`config.mk`:
```
export PLATFORM = sky130hd
export DESIGN_NAME = regfile_write_arbiter
export DESIGN_NICKNAME = d
export VERILOG_FILES = /design/src/rtl/regfile_write_arbiter.sv
export SDC_FILE = /design/constraint.sdc
export NUM_CORES = 1
export LEC_CHECK = 0
export BUFFER_PORTS_ARGS = -buffer_cell sky130_fd_sc_hd__buf_4
export CORE_UTILIZATION = 50
export CTS_CLUSTER_SIZE = 16
export DETAILED_ROUTE_END_ITERATION = 10
export GPL_ROUTABILITY_DRIVEN = 0
export PLACE_DENSITY = 0.8
export SYNTH_ARGS = -nofsm -noshare
export SYNTH_HDL_FRONTEND = slang
export SYNTH_SLANG_ARGS = --single-unit
```
`constraint.sdc`:
```
create_clock -name clk -period 6.25 [get_ports clk]
set_input_delay 1.25 -clock clk [delete_from_list [all_inputs] [get_ports clk]]
set_output_delay 1.25 -clock clk [all_outputs]
set_load 0.05 [all_outputs]
```
`src/rtl/regfile_write_arbiter.sv`:
```
// Single register-file write port shared by MEM/WB writeback and photon-accelerator writes.
// Core writes win; photon writes queue in a small FIFO and retire in idle cycles, with a
// starvation counter that forces a drain (stalling the core) after too many losses.
module regfile_write_arbiter #(
  parameter int unsigned DEPTH      = 4,
  parameter int unsigned STARVE_MAX = 8
) (
  input  logic        clk,
  input  logic        Rst_n,
  input  logic        core_we,
  input  logic [4:0]  core_rd,
  input  logic [31:0] core_data,
  input  logic        mem_hold,
  output logic        core_stall,
  input  logic        photon_we,
  input  logic [4:0]  photon_rd,
  input  logic [31:0] photon_data,
  output logic        photon_ready,
  input  logic [4:0]  chk_rs1,
  input  logic [4:0]  chk_rs2,
  output logic        pend_rs1,
  output logic        pend_rs2,
  output logic        rf_we,
  output logic [4:0]  rf_rd,
  output logic [31:0] rf_wdata
);

  localparam int unsigned AW = $clog2(DEPTH);
  localparam int unsigned PW = AW + 1;
  localparam int unsigned CW = $clog2(STARVE_MAX + 1);

  typedef enum logic [2:0] {SelIdle, SelForce, SelCore, SelDrain, SelBypass} sel_e;

  logic [4:0]       ent_rd_q   [DEPTH];
  logic [31:0]      ent_data_q [DEPTH];
  logic [DEPTH-1:0] ent_valid_q, ent_valid_d;
  logic [PW-1:0]    wr_ptr_q, wr_ptr_d, rd_ptr_q, rd_ptr_d;
  logic [CW-1:0]    starve_q, starve_d;

  logic [AW-1:0] wr_idx, rd_idx;
  logic          empty, full, any_live, head_live, head_dead;
  logic          cv, photon_live, force_drain, push, pop;
  sel_e          sel;
  logic [4:0]    wr_rd;
  logic [31:0]   wr_data;

  assign wr_idx = wr_ptr_q[AW-1:0];
  assign rd_idx = rd_ptr_q[AW-1:0];
  assign empty  = (wr_ptr_q == rd_ptr_q);
  assign full   = (wr_ptr_q[AW] != rd_ptr_q[AW]) && (wr_idx == rd_idx);

  // Valid bits are cleared on pop, so unoccupied slots never look live.
  assign any_live  = |ent_valid_q;
  assign head_live = ~empty & ent_valid_q[rd_idx];
  assign head_dead = ~empty & ~ent_valid_q[rd_idx];

  assign cv           = core_we & ~mem_hold & (|core_rd);
  assign photon_ready = Rst_n & ~full;
  assign photon_live  = photon_we & photon_ready & (|photon_rd);
  assign force_drain  = (starve_q == CW'(STARVE_MAX)) & head_live;
  assign core_stall   = force_drain;

  // Pick this cycle's writer.
  always_comb begin
    sel = SelIdle;
    if (force_drain)                   sel = SelForce;
    else if (cv)                       sel = SelCore;
    else if (head_live)                sel = SelDrain;
    else if (!any_live && photon_live) sel = SelBypass;
  end

  // A dead head is discarded without a write; at most one pop per cycle.
  assign pop  = head_dead | (sel == SelForce) | (sel == SelDrain);
  assign push = photon_live & (sel != SelBypass);

  // Source mux for the registered write port.
  always_comb begin
    wr_rd   = '0;
    wr_data = '0;
    case (sel)
      SelForce, SelDrain: begin
        wr_rd   = ent_rd_q[rd_idx];
        wr_data = ent_data_q[rd_idx];
      end
      SelCore: begin
        wr_rd   = core_rd;
        wr_data = core_data;
      end
      SelBypass: begin
        wr_rd   = photon_rd;
        wr_data = photon_data;
      end
      default: ;
    endcase
  end

  // Next valid bits: core kill, then pop, then push so a same-cycle push stays live.
  always_comb begin
    ent_valid_d = ent_valid_q;
    if (sel == SelCore) begin
      for (int i = 0; i < int'(DEPTH); i++) begin
        if (ent_rd_q[i] == core_rd) ent_valid_d[i] = 1'b0;
      end
    end
    if (pop)  ent_valid_d[rd_idx] = 1'b0;
    if (push) ent_valid_d[wr_idx] = 1'b1;
  end

  // Pointer and starvation counter next state.
  always_comb begin
    wr_ptr_d = wr_ptr_q + PW'(push);
    rd_ptr_d = rd_ptr_q + PW'(pop);
    starve_d = starve_q;
    if (sel == SelForce || sel == SelDrain || !any_live) begin
      starve_d = '0;
    end else if (sel == SelCore && head_live && starve_q != CW'(STARVE_MAX)) begin
      starve_d = starve_q + 1'b1;
    end
  end

  // Hazard flags: any live queued entry, or a photon write being queued this cycle.
  always_comb begin
    pend_rs1 = push && (photon_rd == chk_rs1);
    pend_rs2 = push && (photon_rd == chk_rs2);
    for (int i = 0; i < int'(DEPTH); i++) begin
      if (ent_valid_q[i] && ent_rd_q[i] == chk_rs1) pend_rs1 = 1'b1;
      if (ent_valid_q[i] && ent_rd_q[i] == chk_rs2) pend_rs2 = 1'b1;
    end
    pend_rs1 = pend_rs1 & (|chk_rs1);
    pend_rs2 = pend_rs2 & (|chk_rs2);
  end

  // FIFO control state.
  always_ff @(posedge clk or negedge Rst_n) begin
    if (!Rst_n) begin
      ent_valid_q <= '0;
      wr_ptr_q    <= '0;
      rd_ptr_q    <= '0;
      starve_q    <= '0;
    end else begin
      ent_valid_q <= ent_valid_d;
      wr_ptr_q    <= wr_ptr_d;
      rd_ptr_q    <= rd_ptr_d;
      starve_q    <= starve_d;
    end
  end

  // FIFO payload storage; qualified by valid bits so it needs no reset.
  always_ff @(posedge clk) begin
    if (push) begin
      ent_rd_q[wr_idx]   <= photon_rd;
      ent_data_q[wr_idx] <= photon_data;
    end
  end

  // Registered write port; address and data hold during idle cycles.
  always_ff @(posedge clk or negedge Rst_n) begin
    if (!Rst_n) begin
      rf_we    <= 1'b0;
      rf_rd    <= '0;
      rf_wdata <= '0;
    end else begin
      rf_we <= (sel != SelIdle);
      if (sel != SelIdle) begin
        rf_rd    <= wr_rd;
        rf_wdata <= wr_data;
      end
    end
  end

endmodule

```
==> Yosys cells after proc, flatten, opt, wreduce, memory -nomap -nowiden <==
Memory sizes are Yosys's and may differ from the RTL's.
Index checks and enable logic that the tools add are counted.
{ "classes": {"addsub": 3, "n_lt_le_gt_ge": 4, "n_eq_ne": 24, "muxes": 31, "n_bitwise": 20, "reduce_logical": 27} }
{ "ops": {"columns": ["operator", "n"], "rows": [
  ["$pmux 32 s3", 1],
  ["$eq 5x5->1", 14],
  ["$mux 4", 5],
  ["$reduce_or 5->1", 4],
  ["$mux 1", 17],
  ["$logic_and 1x1->1", 16],
  ["$pmux 5 s3", 1],
  ["$mux 3", 4],
  ["$and 1x1->1", 11],
  ["$add 3x1->3", 2],
  ["$eq 3x2->1 const B", 2],
  ["$lt 2x3->1 const B", 2],
  ["$add 4x1->4 const B", 1],
  ["$and 4x4->4", 1],
  ["$demux 1 s2", 2],
  ["$eq 4x4->1 const B", 1],
  ["$ge 2x1->1 const B", 2],
  ["$ne 4x4->1 const B", 1],
  ["$not 1->1", 4],
  ["$not 4->4", 1],
  ["$or 4x4->4", 1],
  ["$reduce_or 4->1", 1],
  ["$eq 3x1->1 const B", 1],
  ["$eq 3x3->1", 1],
  ["11 further kinds", 13]
]} }
{ "totals": {"reg_bits": 52, "mem_bits_rw": 148, "inputBits": 89, "out_inout_bits": 42, "elab_cells": 118, "memories": 2} }
{ "memory_table": {"columns": ["memory", "depth", "width", "rd", "rd_ports_with_merged_regs", "wr", "line_no", "rtl"], "rows": [
  ["ent_data_q", 4, 32, 1, 0, 1, "35", "logic [31:0] ent_data_q [DEPTH];"],
  ["ent_rd_q", 4, 5, 5, 0, 1, "34", "logic [4:0] ent_rd_q [DEPTH];"]
]} }

==> Longest topological paths before layout <==
{ "depth": {"ltp_word": 19, "depth_mapped": 10, "ltp_nobuf": 9} }

==> Least setup slack after synthesis <==
Ideal clock, no wire load.
{ "synth_timing": {"path_type": "input-to-reg", "start": "in Rst_n", "end": "mem ent_data_q[0][0] (enable)", "setup_time_ps": 488, "arrival_time_ps": 5301, "required_ps": 5762, "setup_slack_ps": 462, "cell_stages": 3, "n_path_buf": 0, "cell_sequence": "a21boi_1 -> o2111a_2 -> nor3b_1"} }
{ "synth_between": {"elab_chain_len": 12} }
{ "synth_rtl": {"columns": ["item", "line_no", "rtl"], "rows": [
  ["start: declaration", "9", "input logic Rst_n,"],
  ["$and 1x1->1 (*)", "58", "assign photon_ready = Rst_n & ~full;"],
  ["$and 1x1->1 (*) (2 in series)", "59", "assign photon_live = photon_we & photon_ready & (|photon_rd);"],
  ["$logic_and 1x1->1", "69", "else if (!any_live && photon_live) sel = SelBypass;"],
  ["$mux 3", "69", null],
  ["$mux 3", "68", "else if (head_live) sel = SelDrain;"],
  ["$mux 3", "67", "else if (cv) sel = SelCore;"],
  ["$mux 3", "66", "if (force_drain) sel = SelForce;"],
  ["$ne 3x3->1", "74", "assign push = photon_live & (sel != SelBypass);"],
  ["$and 1x1->1 (*)", "74", null],
  ["$mux 1 (*)", "150", "if (push) begin"],
  ["$mux 1 (not written as such) (*)", "152", "ent_data_q[wr_idx] <= photon_data;"],
  ["end: declaration", "35", null]
]} }
Mark *: on every way between the ends. The rest lies on a longest branch, timed or not.

==> Worst setup path in the final report <==
{ "layout_timing": {"start": "reg rd_ptr_q[1]", "end": "out pend_rs2"} }
{ "layout_between": {"elab_chain_len": 19, "elab_cells_between_ends": 25, "cone_classes": "3 x eq/ne; 10 x mux; 9 x bitwise; 3 x reduce/logical"} }
{ "layout_rtl": {"columns": ["item", "line_no", "rtl"], "rows": [
  ["start: declaration", "37", "logic [PW-1:0] wr_ptr_q, wr_ptr_d, rd_ptr_q, rd_ptr_d;"],
  ["start signal: assignment", "143", "rd_ptr_q <= rd_ptr_d;"],
  ["$eq 2x2->1", "50", "assign full = (wr_ptr_q[AW] != rd_ptr_q[AW]) && (wr_idx == rd_idx);"],
  ["$logic_and 1x1->1", "50", null],
  ["$not 1->1", "58", null],
  ["$and 1x1->1", "58", null],
  ["$and 1x1->1 (2 in series)", "59", null],
  ["$logic_and 1x1->1", "69", null],
  ["$mux 3", "69", null],
  ["$mux 3", "68", null],
  ["$mux 3", "67", null],
  ["$mux 3", "66", null],
  ["$ne 3x3->1", "74", null],
  ["$and 1x1->1 (*)", "74", null],
  ["$logic_and 1x1->1 (*)", "124", "pend_rs2 = push && (photon_rd == chk_rs2);"],
  ["$mux 1 (*) (4 in series)", "127", "if (ent_valid_q[i] && ent_rd_q[i] == chk_rs2) pend_rs2 = 1'b1;"],
  ["$and 1x1->1 (*)", "130", "pend_rs2 = pend_rs2 & (|chk_rs2);"],
  ["end: declaration", "22", "output logic pend_rs2,"]
]} }
Mark *: on every way between the ends. The rest lies on a longest branch, timed or not. The select of a mux whose other input is x is not followed.

==> summary by stage <==
Worst setup path
The type of element capturing the critical path is a primary output. Of all nets on the critical path, the largest fanout is 44. The critical path start-end classification is reg -> out. The required arrival time at the worst endpoint is ~5.0 ns. The peak per-stage delay on the critical path is about 1.1 ns. The critical path's slowest cell is sky130_fd_sc_hd__dfrtp_2. The signal on the critical path passes through xor2_1, nor2_1, a21boi_1, o2111a_2, nand4_1, a21oi_1, buf_4.

In this design, the largest share of critical-path delay is due to flip-flops. For the worst setup path, the data arrival time is around 3.0 ns. The total buffers and inverters traversed by the critical path is 1.

The worst setup path is launched from a register.

STA
For the final database, setup skew stands at between 0.008 and 0.009 ns. The share of the clock period used by the worst path after layout is about two thirds. The number of setup violations in the final report is 0. The worst path in the final design needs a cycle of around 4.2 ns, including I/O delays and setup. The normalized max-slew margin is between 20% and 30%. Setup repair after global routing left no endpoint under its margin. The final-report max-slew violation count came to 0.

The transition time of the tightest slew-check pin is roughly 1.1 ns. The final-report hold violation count is 0. For the final routed database, the setup TNS stands at 0 ns. The maximum frequency from static timing analysis is between 200 and 250 MHz.

GRT
The number of global-route vias before repair is just under 6000. The number of antenna violations at the first check in global routing is 0. Entering global routing, the biggest net connects between 50 and 60 pins. For this run the aggregate overflow at the end of global routing stands at 0. The first global-routing pass estimated about 33000 um of wire. In the global route stage, overall resource usage came out at about a quarter.

Routing
Using the TritonRoute via totals, the vias-per-cell ratio works out to around 6.1. In this run the remaining antenna-violating nets after routing total 0. After detailed routing, the total wire length is between 20000 and 25000 um. In the routed design, unresolved DRC markers number 0. Detailed routing inserted a total of around 5700 vias. Before antenna repair, the detailed router went through 5 iterations.

The first routing iteration left just under 500 violations. The detailed-route wire length per cell is between 20 and 25 um.

Pwr
The worst supply voltage drop on vdd is 324 uV. The analysis attributes to net switching a power of 1.85 mW. The clock network accounts for between 20% and 30% of the total power. Per report_power, the combinational group accounts for roughly two fifths of the total. The design internal power is 2.96 mW.

In this run switching power makes up about two fifths of total power. The power consumption is 4.82 mW. Power spread over the standard cell area amounts to approximately 460 mW/mm^2.

The analysis attributes to cell leakage a power of approximately 3.9 nW. The share of total power dissipated in sequential elements is roughly two fifths.

Placement
The count of buffers added on input and output ports is 130. After legalization and detailed placement, the total HPWL measured about 13000 um. The count of placed standard cells including taps is about 920. The cell area after placement is 0.00998 mm^2.

CTS
The clock sink count is 200. In this run the number of H-tree levels came out at 4. Post-CTS repair changed the size of 0 cells. The maximum buffer depth of the clock tree is 2.

The number of hold buffers added after cts is 0. The tree is rooted in a sky130_fd_sc_hd__clkbuf_16. The later pin in the worst-skew pair is clocked with a latency of around 0.43 ns.

The clock-pin slew on the worst setup and hold paths is around 0.060 ns. The TritonCTS buffer count is 17. The number of setup buffers added after CTS is 0. The TritonCTS clock tree is built.

Die
The die is roughly 140 um tall. The initialized floorplan defines 48 standard-cell rows. The floorplan die area is ~0.018 mm^2. The region available for standard cell placement spans roughly 0.017 mm^2. The number of ports placed on the die boundary is approximately 130. The die width is ~140 um. The initial utilization of the core area, before any placement, comes to between 50 and 60%.

Synth
The portion of the post-synthesis area used by sequential elements is between 60% and 70%. Synthesis produced ~600 cells. The synthesized netlist contains between 40 and 50 unique library cells. The number of enable-type register cells in the synthesized netlist is around 150. Counting every net in the synthesized netlist gives 697. The most frequently used flop master after synthesis is sky130_fd_sc_hd__edfxtp_1. The total of flip-flops plus latches after synthesis is 200. For this run, asynchronously set or reset flops after synthesis account for a little over a quarter. The average instance area after synthesis is between 10 and 15 um^2.

The total number of yosys warnings is 0. The total standard cell area after synthesis is between 0.008 and 0.009 mm^2.

Outcome
The flow ran to the end, and the final reports show no timing, DRC or antenna violations.

Cells and area
The share of layout cells above drive strength 1 is ~30%. The most frequent standard cell in the layout excluding fill and tap cells is sky130_fd_sc_hd__edfxtp_1. The final non-filler cell total is between 900 and 1000. The antenna cell count is 0. Summing all non-filler instances in the final layout gives an area of roughly 0.011 mm^2. After filler insertion, the fill cell instance count of the layout stands at between 1000 and 1500. In the final design database the tool counted 806 nets. The top cell types in the final layout, fill and taps aside, are sky130_fd_sc_hd__edfxtp_1 (148), sky130_fd_sc_hd__buf_4 (136), sky130_fd_sc_hd__xor2_1 (57). The final design utilization is between 60% and 70%. Compared with the post-synthesis result, the final layout area differs by 18.1%.

Worst hold path
In this run the worst hold path is classified as reg -> reg.

Flow run
The count of maximum capacitance violations is 0.
-- registers in the layout (all words and copies together), names as in the netlist --
name,count
rf_we,1
rf_rd,5
ent_rd_q,20
rd_ptr_q,3
starve_q,4
wr_ptr_q,3
ent_valid_q,4
rf_wdata,32
ent_data_q,128
-- routing by layer --
metal / vias to the layer above / wire length (um) / track usage (%)
met2: 312 / 10700 / 39.5
met1: 2884 / 8440 / 31.7
met3: 44 / 1730 / 5.65
li1: 2509 / - / -
met4: 0 / 495 / 9.55
met5: - / 0 / 0
-- worst reg2reg max path, delay by kind of cell (launching register included) --
| family | cells | cell delay (ns) |
|---|---|---|
| compound gates | 2 | 0.22 |
| mux | 1 | 0.67 |
| flops | 1 | 1.10 |
| buf+inv | 2 | 0.77 |
| simple gates | 3 | 0.76 |
-- area by class of cell --
cell class	count	area, um^2	share of cell area, %
clock buffer	22	444	4.22
clock inverter	10	108	1.02
inverter	2	7.51	0.0713
multi-input combinational	354	2920	27.8
sequential	200	5750	54.6
tap	225	282	2.67
timing repair buffer	136	1020	9.69
-- cells by family after synthesis --
group | Yosys count | share of synthesized area, %
fa+ha+maj | 6 | 0.841
compound gates | 128 | 8.85
mux | 38 | 9.59
buf+inv | 48 | 3.06
flops | 200 | 64.4
simple gates | 104 | 5.60
xor+xnor | 78 | 7.66
-- stage by stage --
| step | hold slack (ns) | setup WS, ns |
|---|---|---|
| after detailed placement | 0.497 | 1.99 |
| after floorplan | 0.460 | 0.462 |
| final | 0.503 | 2.00 |
| after CTS | 0.509 | 1.99 |
| after global routing | 0.521 | 1.82 |
| after global placement | 0.473 | 2.11 |
-- cells in the mapped netlist (5+ instances only) --
cell type / n / share of area [%]
sky130_fd_sc_hd__nand3_1: 5 / 0.28
sky130_fd_sc_hd__nor3_1: 8 / 0.45
sky130_fd_sc_hd__buf_6: 9 / 1.1
sky130_fd_sc_hd__nand4_1: 7 / 0.49
sky130_fd_sc_hd__buf_2: 8 / 0.45
sky130_fd_sc_hd__xnor2_1: 21 / 2.1
sky130_fd_sc_hd__clkbuf_1: 22 / 0.93
sky130_fd_sc_hd__o21ai_0: 33 / 1.9
sky130_fd_sc_hd__ha_1: 6 / 0.84
sky130_fd_sc_hd__nor2_1: 50 / 2.1
sky130_fd_sc_hd__dfrtp_1: 52 / 15
sky130_fd_sc_hd__xor2_1: 57 / 5.6
sky130_fd_sc_hd__mux4_2: 38 / 9.6
sky130_fd_sc_hd__nand2_1: 9 / 0.38
sky130_fd_sc_hd__edfxtp_1: 148 / 50
sky130_fd_sc_hd__nor4_1: 9 / 0.63
sky130_fd_sc_hd__a21oi_1: 40 / 2.2
sky130_fd_sc_hd__a22oi_1: 37 / 3.1
-- final timing paths --
check,endpoint,slack [ns],depth (start not counted),from
min in group asynchronous,rf_wdata[27]$_DFFE_PN0P_,0.90,1,Rst_n
max reg2reg,rf_wdata[22]$_DFFE_PN0P_,2.60,8,rd_ptr_q[1]$_DFF_PN0_
max in group asynchronous,rd_ptr_q[1]$_DFF_PN0_,4.80,1,Rst_n
min reg2reg,rd_ptr_q[2]$_DFF_PN0_,0.50,1,rd_ptr_q[2]$_DFF_PN0_
min,rd_ptr_q[2]$_DFF_PN0_,0.50,1,rd_ptr_q[2]$_DFF_PN0_
max,pend_rs2,2.00,7,rd_ptr_q[1]$_DFF_PN0_
-- power by group through the flow --
stage | Clock (mW) | Sequential, mW | Combinational [mW]
detailed placement | 0 | 1.93 | 1.85
CTS | 1.06 | 1.91 | 1.86
global placement | 0 | 1.92 | 1.80
floorplan | 0 | 2.28 | 0.948
finish | 1.04 | 1.91 | 1.86
global route | 1.10 | 1.94 | 1.98
(Power assumes the default switching activity.)
